`src/rtl/reg_file_sb_if.sv`:
```
// Bus bundle for reg_file_sb: two read ports, one write port, reservation and flush.
interface reg_file_sb_if #(
    parameter int unsigned DATA_WIDTH = 32,
    parameter int unsigned ADDR_WIDTH = 5
);
    logic [ADDR_WIDTH-1:0] raddr1;
    logic [ADDR_WIDTH-1:0] raddr2;
    logic [DATA_WIDTH-1:0] rdata1;
    logic [DATA_WIDTH-1:0] rdata2;
    logic                  rbusy1;
    logic                  rbusy2;
    logic                  wen;
    logic [ADDR_WIDTH-1:0] waddr;
    logic [DATA_WIDTH-1:0] wdata;
    logic                  resv_en;
    logic [ADDR_WIDTH-1:0] resv_addr;
    logic                  resv_ok;
    logic                  flush;
    logic [ADDR_WIDTH:0]   busy_cnt;

    modport master (
        output raddr1, raddr2, wen, waddr, wdata, resv_en, resv_addr, flush,
        input  rdata1, rdata2, rbusy1, rbusy2, resv_ok, busy_cnt
    );

    modport slave (
        input  raddr1, raddr2, wen, waddr, wdata, resv_en, resv_addr, flush,
        output rdata1, rdata2, rbusy1, rbusy2, resv_ok, busy_cnt
    );
endinterface

```
`src/rtl/reg_file_sb.sv`:
```
// Register file with per-register busy scoreboard, two combinational read ports and one write port.
// Optional same-cycle write-to-read forwarding is enabled by defining REG_FILE_SB_BYPASS_EN.
module reg_file_sb #(
    parameter int unsigned DATA_WIDTH = 32,
    parameter int unsigned ADDR_WIDTH = 5
) (
    input  logic          clk,
    input  logic          rst,
    reg_file_sb_if.slave  bus
);
    localparam int unsigned DEPTH = 1 << ADDR_WIDTH;
    localparam int unsigned CNT_W = ADDR_WIDTH + 1;

    logic [DATA_WIDTH-1:0] regs [DEPTH];
    logic [DEPTH-1:0]      busy;
    logic [DEPTH-1:0]      busy_nxt;
    logic [CNT_W-1:0]      cnt;
    logic [CNT_W-1:0]      cnt_nxt;

    logic wr_hit;
    logic resv_set;
    logic wr_clr;
    logic resv_ok_c;

    // Register 0 is excluded from writes and reservations so it stays zero and never busy.
    assign wr_hit    = bus.wen && (bus.waddr != '0);
    assign resv_ok_c = (bus.resv_addr == '0) || !busy[bus.resv_addr];
    assign resv_set  = bus.resv_en && resv_ok_c && (bus.resv_addr != '0) && !bus.flush;
    // A write only retires a busy bit the same-cycle reservation is not re-setting.
    assign wr_clr    = wr_hit && busy[bus.waddr] && !(resv_set && (bus.resv_addr == bus.waddr));

    always_comb begin
        busy_nxt = busy;
        cnt_nxt  = cnt;
        if (bus.flush) begin
            busy_nxt = '0;
            cnt_nxt  = '0;
        end else begin
            if (wr_hit)   busy_nxt[bus.waddr]     = 1'b0;
            if (resv_set) busy_nxt[bus.resv_addr] = 1'b1;
            cnt_nxt = cnt + CNT_W'(resv_set) - CNT_W'(wr_clr);
        end
    end

    always_ff @(posedge clk or posedge rst) begin
        if (rst) begin
            for (int i = 0; i < int'(DEPTH); i++) regs[i] <= '0;
            busy <= '0;
            cnt  <= '0;
        end else begin
            if (wr_hit) regs[bus.waddr] <= bus.wdata;
            busy <= busy_nxt;
            cnt  <= cnt_nxt;
        end
    end

    // Read ports; with forwarding, an in-flight write to the same address is visible now.
    always_comb begin
        bus.rdata1 = regs[bus.raddr1];
        bus.rbusy1 = busy[bus.raddr1];
        bus.rdata2 = regs[bus.raddr2];
        bus.rbusy2 = busy[bus.raddr2];
`ifdef REG_FILE_SB_BYPASS_EN
        if (!rst && wr_hit && (bus.waddr == bus.raddr1)) begin
            bus.rdata1 = bus.wdata;
            bus.rbusy1 = 1'b0;
        end
        if (!rst && wr_hit && (bus.waddr == bus.raddr2)) begin
            bus.rdata2 = bus.wdata;
            bus.rbusy2 = 1'b0;
        end
`else
`endif
    end

    assign bus.resv_ok  = resv_ok_c;
    assign bus.busy_cnt = cnt;
endmodule

```
`src/flat_wrapper.sv`:
```
// flat-port wrapper written by rule: the top's interface ports become plain ports
module reg_file_sb_flat 
#(
    parameter int unsigned DATA_WIDTH = 32,
    parameter int unsigned ADDR_WIDTH = 5
)
  (clk, rst, bus_raddr1, bus_raddr2, bus_wen, bus_waddr, bus_wdata, bus_resv_en, bus_resv_addr, bus_flush, bus_rdata1, bus_rdata2, bus_rbusy1, bus_rbusy2, bus_resv_ok, bus_busy_cnt);
  reg_file_sb_if #(.DATA_WIDTH(DATA_WIDTH), .ADDR_WIDTH(ADDR_WIDTH)) bus_i ();
  input  logic clk;
  input  logic rst;
  input wire logic [$bits(bus_i.raddr1)-1:0] bus_raddr1;
  input wire logic [$bits(bus_i.raddr2)-1:0] bus_raddr2;
  input wire logic [$bits(bus_i.wen)-1:0] bus_wen;
  input wire logic [$bits(bus_i.waddr)-1:0] bus_waddr;
  input wire logic [$bits(bus_i.wdata)-1:0] bus_wdata;
  input wire logic [$bits(bus_i.resv_en)-1:0] bus_resv_en;
  input wire logic [$bits(bus_i.resv_addr)-1:0] bus_resv_addr;
  input wire logic [$bits(bus_i.flush)-1:0] bus_flush;
  output wire logic [$bits(bus_i.rdata1)-1:0] bus_rdata1;
  output wire logic [$bits(bus_i.rdata2)-1:0] bus_rdata2;
  output wire logic [$bits(bus_i.rbusy1)-1:0] bus_rbusy1;
  output wire logic [$bits(bus_i.rbusy2)-1:0] bus_rbusy2;
  output wire logic [$bits(bus_i.resv_ok)-1:0] bus_resv_ok;
  output wire logic [$bits(bus_i.busy_cnt)-1:0] bus_busy_cnt;
  assign bus_i.raddr1 = bus_raddr1;
  assign bus_i.raddr2 = bus_raddr2;
  assign bus_i.wen = bus_wen;
  assign bus_i.waddr = bus_waddr;
  assign bus_i.wdata = bus_wdata;
  assign bus_i.resv_en = bus_resv_en;
  assign bus_i.resv_addr = bus_resv_addr;
  assign bus_i.flush = bus_flush;
  assign bus_rdata1 = bus_i.rdata1;
  assign bus_rdata2 = bus_i.rdata2;
  assign bus_rbusy1 = bus_i.rbusy1;
  assign bus_rbusy2 = bus_i.rbusy2;
  assign bus_resv_ok = bus_i.resv_ok;
  assign bus_busy_cnt = bus_i.busy_cnt;
  reg_file_sb #(.DATA_WIDTH(DATA_WIDTH), .ADDR_WIDTH(ADDR_WIDTH)) u_core (.clk(clk), .rst(rst), .bus(bus_i));
endmodule
```
`config.mk`:
```
export PLATFORM = sky130hd
export DESIGN_NAME = reg_file_sb_flat
export DESIGN_NICKNAME = d
export VERILOG_FILES = /design/src/rtl/reg_file_sb_if.sv /design/src/rtl/reg_file_sb.sv /design/src/flat_wrapper.sv
export SDC_FILE = /design/constraint.sdc
export NUM_CORES = 2
export LEC_CHECK = 0
export BUFFER_PORTS_ARGS = -buffer_cell sky130_fd_sc_hd__buf_4
export CAP_MARGIN = 20
export CORE_MARGIN = 4
export CORE_UTILIZATION = 25
export DETAILED_ROUTE_END_ITERATION = 7
export PLACE_DENSITY_LB_ADDON = 0.12
export SETUP_SLACK_MARGIN = 0.05
export SYNTH_ARGS = -nofsm -noshare
export SYNTH_HDL_FRONTEND = slang
export SYNTH_SLANG_ARGS = --single-unit
```
`constraint.sdc`:
```
create_clock -name clk -period 37.8 [get_ports clk]
set_clock_uncertainty 0.1 [all_clocks]
set_input_delay 1.89 -clock clk [delete_from_list [all_inputs] [get_ports clk]]
set_output_delay 1.89 -clock clk [all_outputs]
set_load 0.02 [all_outputs]
```
---- Word-level counts from Yosys, hierarchy flattened ----
Index checks and enable logic that the tools add are counted.
word-level totals
  register bits ........................... 1062
  input port bits ......................... 57
  logic and storage cells ................. 96
cells by class
  $add $sub $neg .......................... 2
  order comparisons ....................... 10
  equality and inequality tests ........... 1
  muxes and demuxes ....................... 26
  bitwise gates (word level) .............. 6
  reduce and logical (&&, ||, !) cells .... 17
operators with widths
  cell                                                                number
  bitwise mux 1024 bit                                                1
  binary-select mux 32 bit (select 5 bit)                             2
  2-to-1 mux 32 bit                                                   9
  demux 32 bit (select 5 bit)                                         1
  bitwise AND 32 bit                                                  1
  NOT 32 bit                                                          1
  OR 32 bit                                                           1
  less-than comparator 5 x 6 -> 1 bit (second input constant)         4
  binary-select mux 1 bit (select 5 bit)                              4
  greater-or-equal comparator 6 bit (second input constant)           3
  NOT 5 -> 6 bit                                                      3
  demux 1 bit (select 5 bit)                                          2
  greater-or-equal comparator 5 x 1 -> 1 bit (second input constant)  2
  logical AND 1 bit                                                   10
  nonzero test 5 bit                                                  2
  adder 6 x 1 -> 6 bit                                                1
  less-than comparator 6 x 1 -> 1 bit (second input constant)         1
  2-to-1 mux 1 bit                                                    6
  2-to-1 mux 6 bit                                                    1
  subtractor 6 x 1 -> 6 bit                                           1
  equality test 5 bit                                                 1
  zero test 5 bit                                                     1
  zero test 1 bit                                                     3
  logical OR 1 bit                                                    1

---- Logic depth before layout (Yosys ltp) ----
  depth in word-level cells ............... 12
  depth in mapped cells ................... 14

---- Worst setup path before layout ----
No wires, ideal clock.
  path type ............................... input -> output
  start ................................... input port bus_resv_addr[0]
  end ..................................... output port bus_resv_ok
  arrival time ............................ 3.527 ns
  path slack .............................. 32.283 ns
  stages on the path ...................... 7
  path buffers ............................ 3
  cells stage by stage .................... buf_6 > buf_8 > mux4_1 > a22oi_2 > nand2_2 > buf_6 > o21ai_1
on the way
  longest elaborated chain between the ends .. 4
  elaborated cells between the ends (all ways) .. 5
  those cells by class .................... mux: 2; reduce/logical: 3
RTL lines
  element                                 RTL line            source
  start, declared                         flat_wrapper.sv:17  input wire logic [$bits(bus_i.resv_addr)-1:0] bus_resv_addr;
  binary-select mux 1 bit (select 5 bit)  reg_file_sb.sv:27   assign resv_ok_c = (bus.resv_addr == '0) || !busy[bus.resv_addr];
  2-to-1 mux 1 bit (implied by the code)  reg_file_sb.sv:27
  zero test 1 bit                         reg_file_sb.sv:27
  logical OR 1 bit *                      reg_file_sb.sv:27
  end, declared                           flat_wrapper.sv:23  output wire logic [$bits(bus_i.resv_ok)-1:0] bus_resv_ok;
Mark *: on every way between the ends. The rest lies on a longest branch, timed or not. The select of a mux whose other input is x is not followed.

---- Worst setup path in the final report ----
  start ................................... input port bus_raddr2[0]
  end ..................................... output port bus_rdata2[25]
on the way
  longest elaborated chain between the ends .. 4
RTL lines
  element                                                RTL line            source
  start, declared                                        flat_wrapper.sv:12  input wire logic [$bits(bus_i.raddr2)-1:0] bus_raddr2;
  NOT 5 -> 6 bit (implied by the code)                   reg_file_sb.sv:61   bus.rdata2 = regs[bus.raddr2];
  binary-select mux 32 bit (select 5 bit)                reg_file_sb.sv:61
  2-to-1 mux 32 bit (implied by the code) (2 in series)  reg_file_sb.sv:61
  end, declared                                          flat_wrapper.sv:20  output wire logic [$bits(bus_i.rdata2)-1:0] bus_rdata2;
No other way between the ends. The select of a mux whose other input is x is not followed.

==> metrics.md <==
| Metric | Value |
|---|---|
| Levels on crit path | `10` |
| Post-Route WL | `202000 µm` |
| CTS hold repair buffers | `0` |
| Worst slew pin tran | `1.14 ns` |
| Commonest non-fill, non-tap cell in the layout | `dfrtp_1` |
| Starting Density | `about 25%` |
| Syn_area_per_cell | `16.1 µm²` |
| Fin crit share | `around 26%` |
| Dpl ws | `27.72 ns` |
| Pin count of the biggest net entering global routing | `166` |
| Pins Over Slew Limit | `0` |
| Initial DRC count | `1804` |
| Post-DP Area | `61300 µm²` |
| Post-CTS Setup Inserts | `0` |
| Grt total ovfl | `0` |
| HPWL after DPL | `between 100000 and 150000 µm` |
| Cell row count | `175` |
| WP data arrival | `around 7.8 ns` |
| Nets | `around 3600` |
| Area of the die | `238000 µm²` |
| Final WS setup | `28.00 ns` |
| Num Clock Sinks | `1062` |
| Number of synthesized register bits | `roughly 1100` |
| Mapped Area | `between 50000 and 60000 µm²` |
| CP Cell Sequence | `buf_8, buf_4, buf_4, buf_4, buf_4, buf_4, mux4_1, mux4_2, o21a_1, buf_4` |
| Worst reg-to-reg path cell count | `12` |
| Initial antenna violation count | `10` |
| Max VDD drop | `between 0.00004 and 0.00005 V` |
| Gpl congestion | `a little over 0.7` |
| Mapped Nets | `3639` |
| Final hold slack | `0.290 ns` |
| Die width | `488 µm` |
| Commonest cells after routing, fill and taps aside | `1062 x dfrtp_1, 994 x mux2_2, 517 x mux4_2` |
| Peak Freq | `102 MHz` |
| Startpoint Class | `primary input` |
| Total number of vias | `33800` |
| Power per standard cell area | `~53 nW/µm²` |
| Die H | `488 µm` |
| Global-route wire length before repair | `between 200000 and 300000 µm` |
| Max Root-Sink Buffers | `3` |
| Fin crit period | `9.80 ns` |
| Switch share | `27.5%` |
| Ys flop type | `dfrtp_1` |
| Number of remaining DRC errors | `0` |
| # setup viols final | `0` |
| Combinational fraction of design power | `roughly a fifth` |
| Worst-path clk slew | `0.05 ns` |
| CP max stage delay | `~0.80 ns` |
| Final Cell Area | `65900 µm²` |
| Clock network power share | `37.8%` |
| Mapped Cells | `3575` |
| Pint | `roughly 0.0026 W` |
| Synth cell types | `53` |
| Drt pass-1 iters | `5` |
| Fill cell count | `about 23000` |
| Detailed-route vias per instance | `a little over 5` |
| Wire per inst | `30.4 µm` |
| Antenna viol nets, final | `0` |
| Unrepaired setup endpoints after global routing | `no` |
| Worst Hold Class | `reg2reg` |
| CTS tree | `yes` |
| Hold Crit Depth | `0` |
| Slew HR | `between 20% and 30%` |
| Flop pwr share | `42.4%` |
| H-tree Lvls | `4` |
| Status | `complete, no violations` |
| Core area | `about 230000 µm²` |
| Post_cts resized | `0` |
| Slowest stage cell, crit path | `buf_4` |
| Root buf cell | `clkbuf_16` |
| NetSw | `0.000967 W` |
| # IOs | `130` |
| GR Util All Layers | `16.9%` |
| Worst-path maximum fanout | `64` |
| Setup CP Type | `in2out` |
| Number of global-route vias before repair | `36000` |
| Critical Path Sink Type | `output port` |
| CP required | `35.81 ns` |
| Final setup TNS | `0 ns` |
| PortBufs | `129` |
| Max_cap viols | `0` |
| Sequential cell area fraction in the yosys report | `46.1%` |
| Inserted Clock Buffers | `roughly 140` |
| Overall power | `around 0.0035 W` |
| Clock latency on the worst-skew pair | `0.77 ns` |
| P_leak | `28.0 nW` |
| Async set-reset flop share out of synthesis | `100%` |
| CP delay by family, top | `buffers and inverters` |
| Final Hold Vio Count | `0` |
| EDFF count, synth | `0` |
| WP buf/inv | `7` |
| Fraction of layout cells with a size suffix above 1 | `55.0%` |
| Layout area overhead | `14.3%` |
| YS warnings | `0` |
| Most used cell, CP | `buf_4` |
worst paths after layout:
path                                               end              start  slack, ns
worst max-delay path                    bus_rdata2[25]      bus_raddr2[0]      28.00
worst max register to register  u_core.bus.busy_cnt[4]    u_core.busy[19]      34.43
max in group asynchronous             u_core.regs[977]                rst      31.49
worst min register to register       u_core.regs[1019]  u_core.regs[1019]       0.29
worst min-delay path                 u_core.regs[1019]  u_core.regs[1019]       0.29
min in group asynchronous             u_core.regs[805]                rst       1.15
power groups by stage:
stage	logic, W	registers [W]	clock network [W]
floorplan	0.000554	0.00146	0
global placement	0.000700	0.00151	0
detailed placement	0.000710	0.00151	0
CTS	0.000711	0.00149	0.00138
global route	0.000753	0.00152	0.00143
finish	0.000697	0.00149	0.00133
cell usage after synthesis (2+ instances only):
cell | n | area share, %
nand4_1 | 4 | 0.043
a22oi_1 | 68 | 0.89
nor2b_1 | 7 | 0.076
or3_1 | 2 | 0.022
o21a_1 | 66 | 0.86
buf_12 | 10 | 0.35
o31ai_1 | 4 | 0.052
nand3_1 | 37 | 0.32
nor3b_1 | 6 | 0.078
dfrtp_1 | 1062 | 46
buf_1 | 56 | 0.36
nor2_1 | 22 | 0.14
o32ai_1 | 7 | 0.11
and2_1 | 2 | 0.022
nor3_1 | 3 | 0.026
mux4_2 | 517 | 20
o211ai_1 | 6 | 0.078
ha_1 | 6 | 0.13
mux2_2 | 994 | 19
and3b_1 | 5 | 0.076
nand2b_1 | 3 | 0.033
a21oi_1 | 3 | 0.026
inv_1 | 16 | 0.10
xor2_1 | 2 | 0.030
mux2i_1 | 132 | 2.3
xnor2_1 | 2 | 0.030
a32oi_1 | 2 | 0.030
nand2_1 | 34 | 0.22
a21o_1 | 3 | 0.039
o31ai_2 | 9 | 0.20
mux4_1 | 92 | 4.2
o21ai_0 | 13 | 0.11
buf_2 | 94 | 0.82
and3_1 | 6 | 0.065
buf_6 | 23 | 0.45
buf_4 | 14 | 0.18
clkbuf_1 | 223 | 1.5
nand3b_1 | 4 | 0.052
a22oi_2 | 2 | 0.043
registers in the layout (all words and copies together), names as in the netlist:
signal	flops
u_core.busy	32
u_core.regs	1024
u_core.bus.busy_cnt	6
layer usage:
metal / GRT usage (%) / routed length, µm / vias up / part of all wire (%)
met3: 2.55 / 6730 / 232 / 3.3
met5: 0 / 13 / - / 0.0064
met1: 23.4 / 93300 / 18900 / 46
li1: - / - / 14000 / -
met4: 4.25 / 4840 / 2 / 2.4
met2: 27.6 / 96800 / 674 / 48
layout make-up:
cell class	instances	area, µm²	area share (%)
antenna	4	10.0	0.0152
clock buffer	215	4170	6.34
clock inverter	36	400	0.608
inverter	17	71.3	0.108
multi-input combinational	2075	29200	44.3
sequential	1062	26600	40.4
tap	3009	3760	5.72
timing repair buffer	209	1670	2.54
through the flow:
step | util, % | cells
after floorplan | - | 3575
after global placement | 26.8 | 6370
after detailed placement | 26.8 | 6372
after CTS | 28.8 | 6623
after global routing | 28.8 | 6626
final | 28.8 | 6627
cell families (layout without fill, tap and decap cells):
group	Yosys count	count (layout)	synth area share (%)
mux	1735	1735	46.1
simple gates	140	140	1.26
compound gates	189	189	2.53
xor+xnor	4	4	0.0608
fa+ha+maj	7	7	0.165
flops	1062	1062	46.1
other cells	0	4	0
buf+inv	438	477	3.75
No activity file was read; power rests on OpenSTA's default activity.
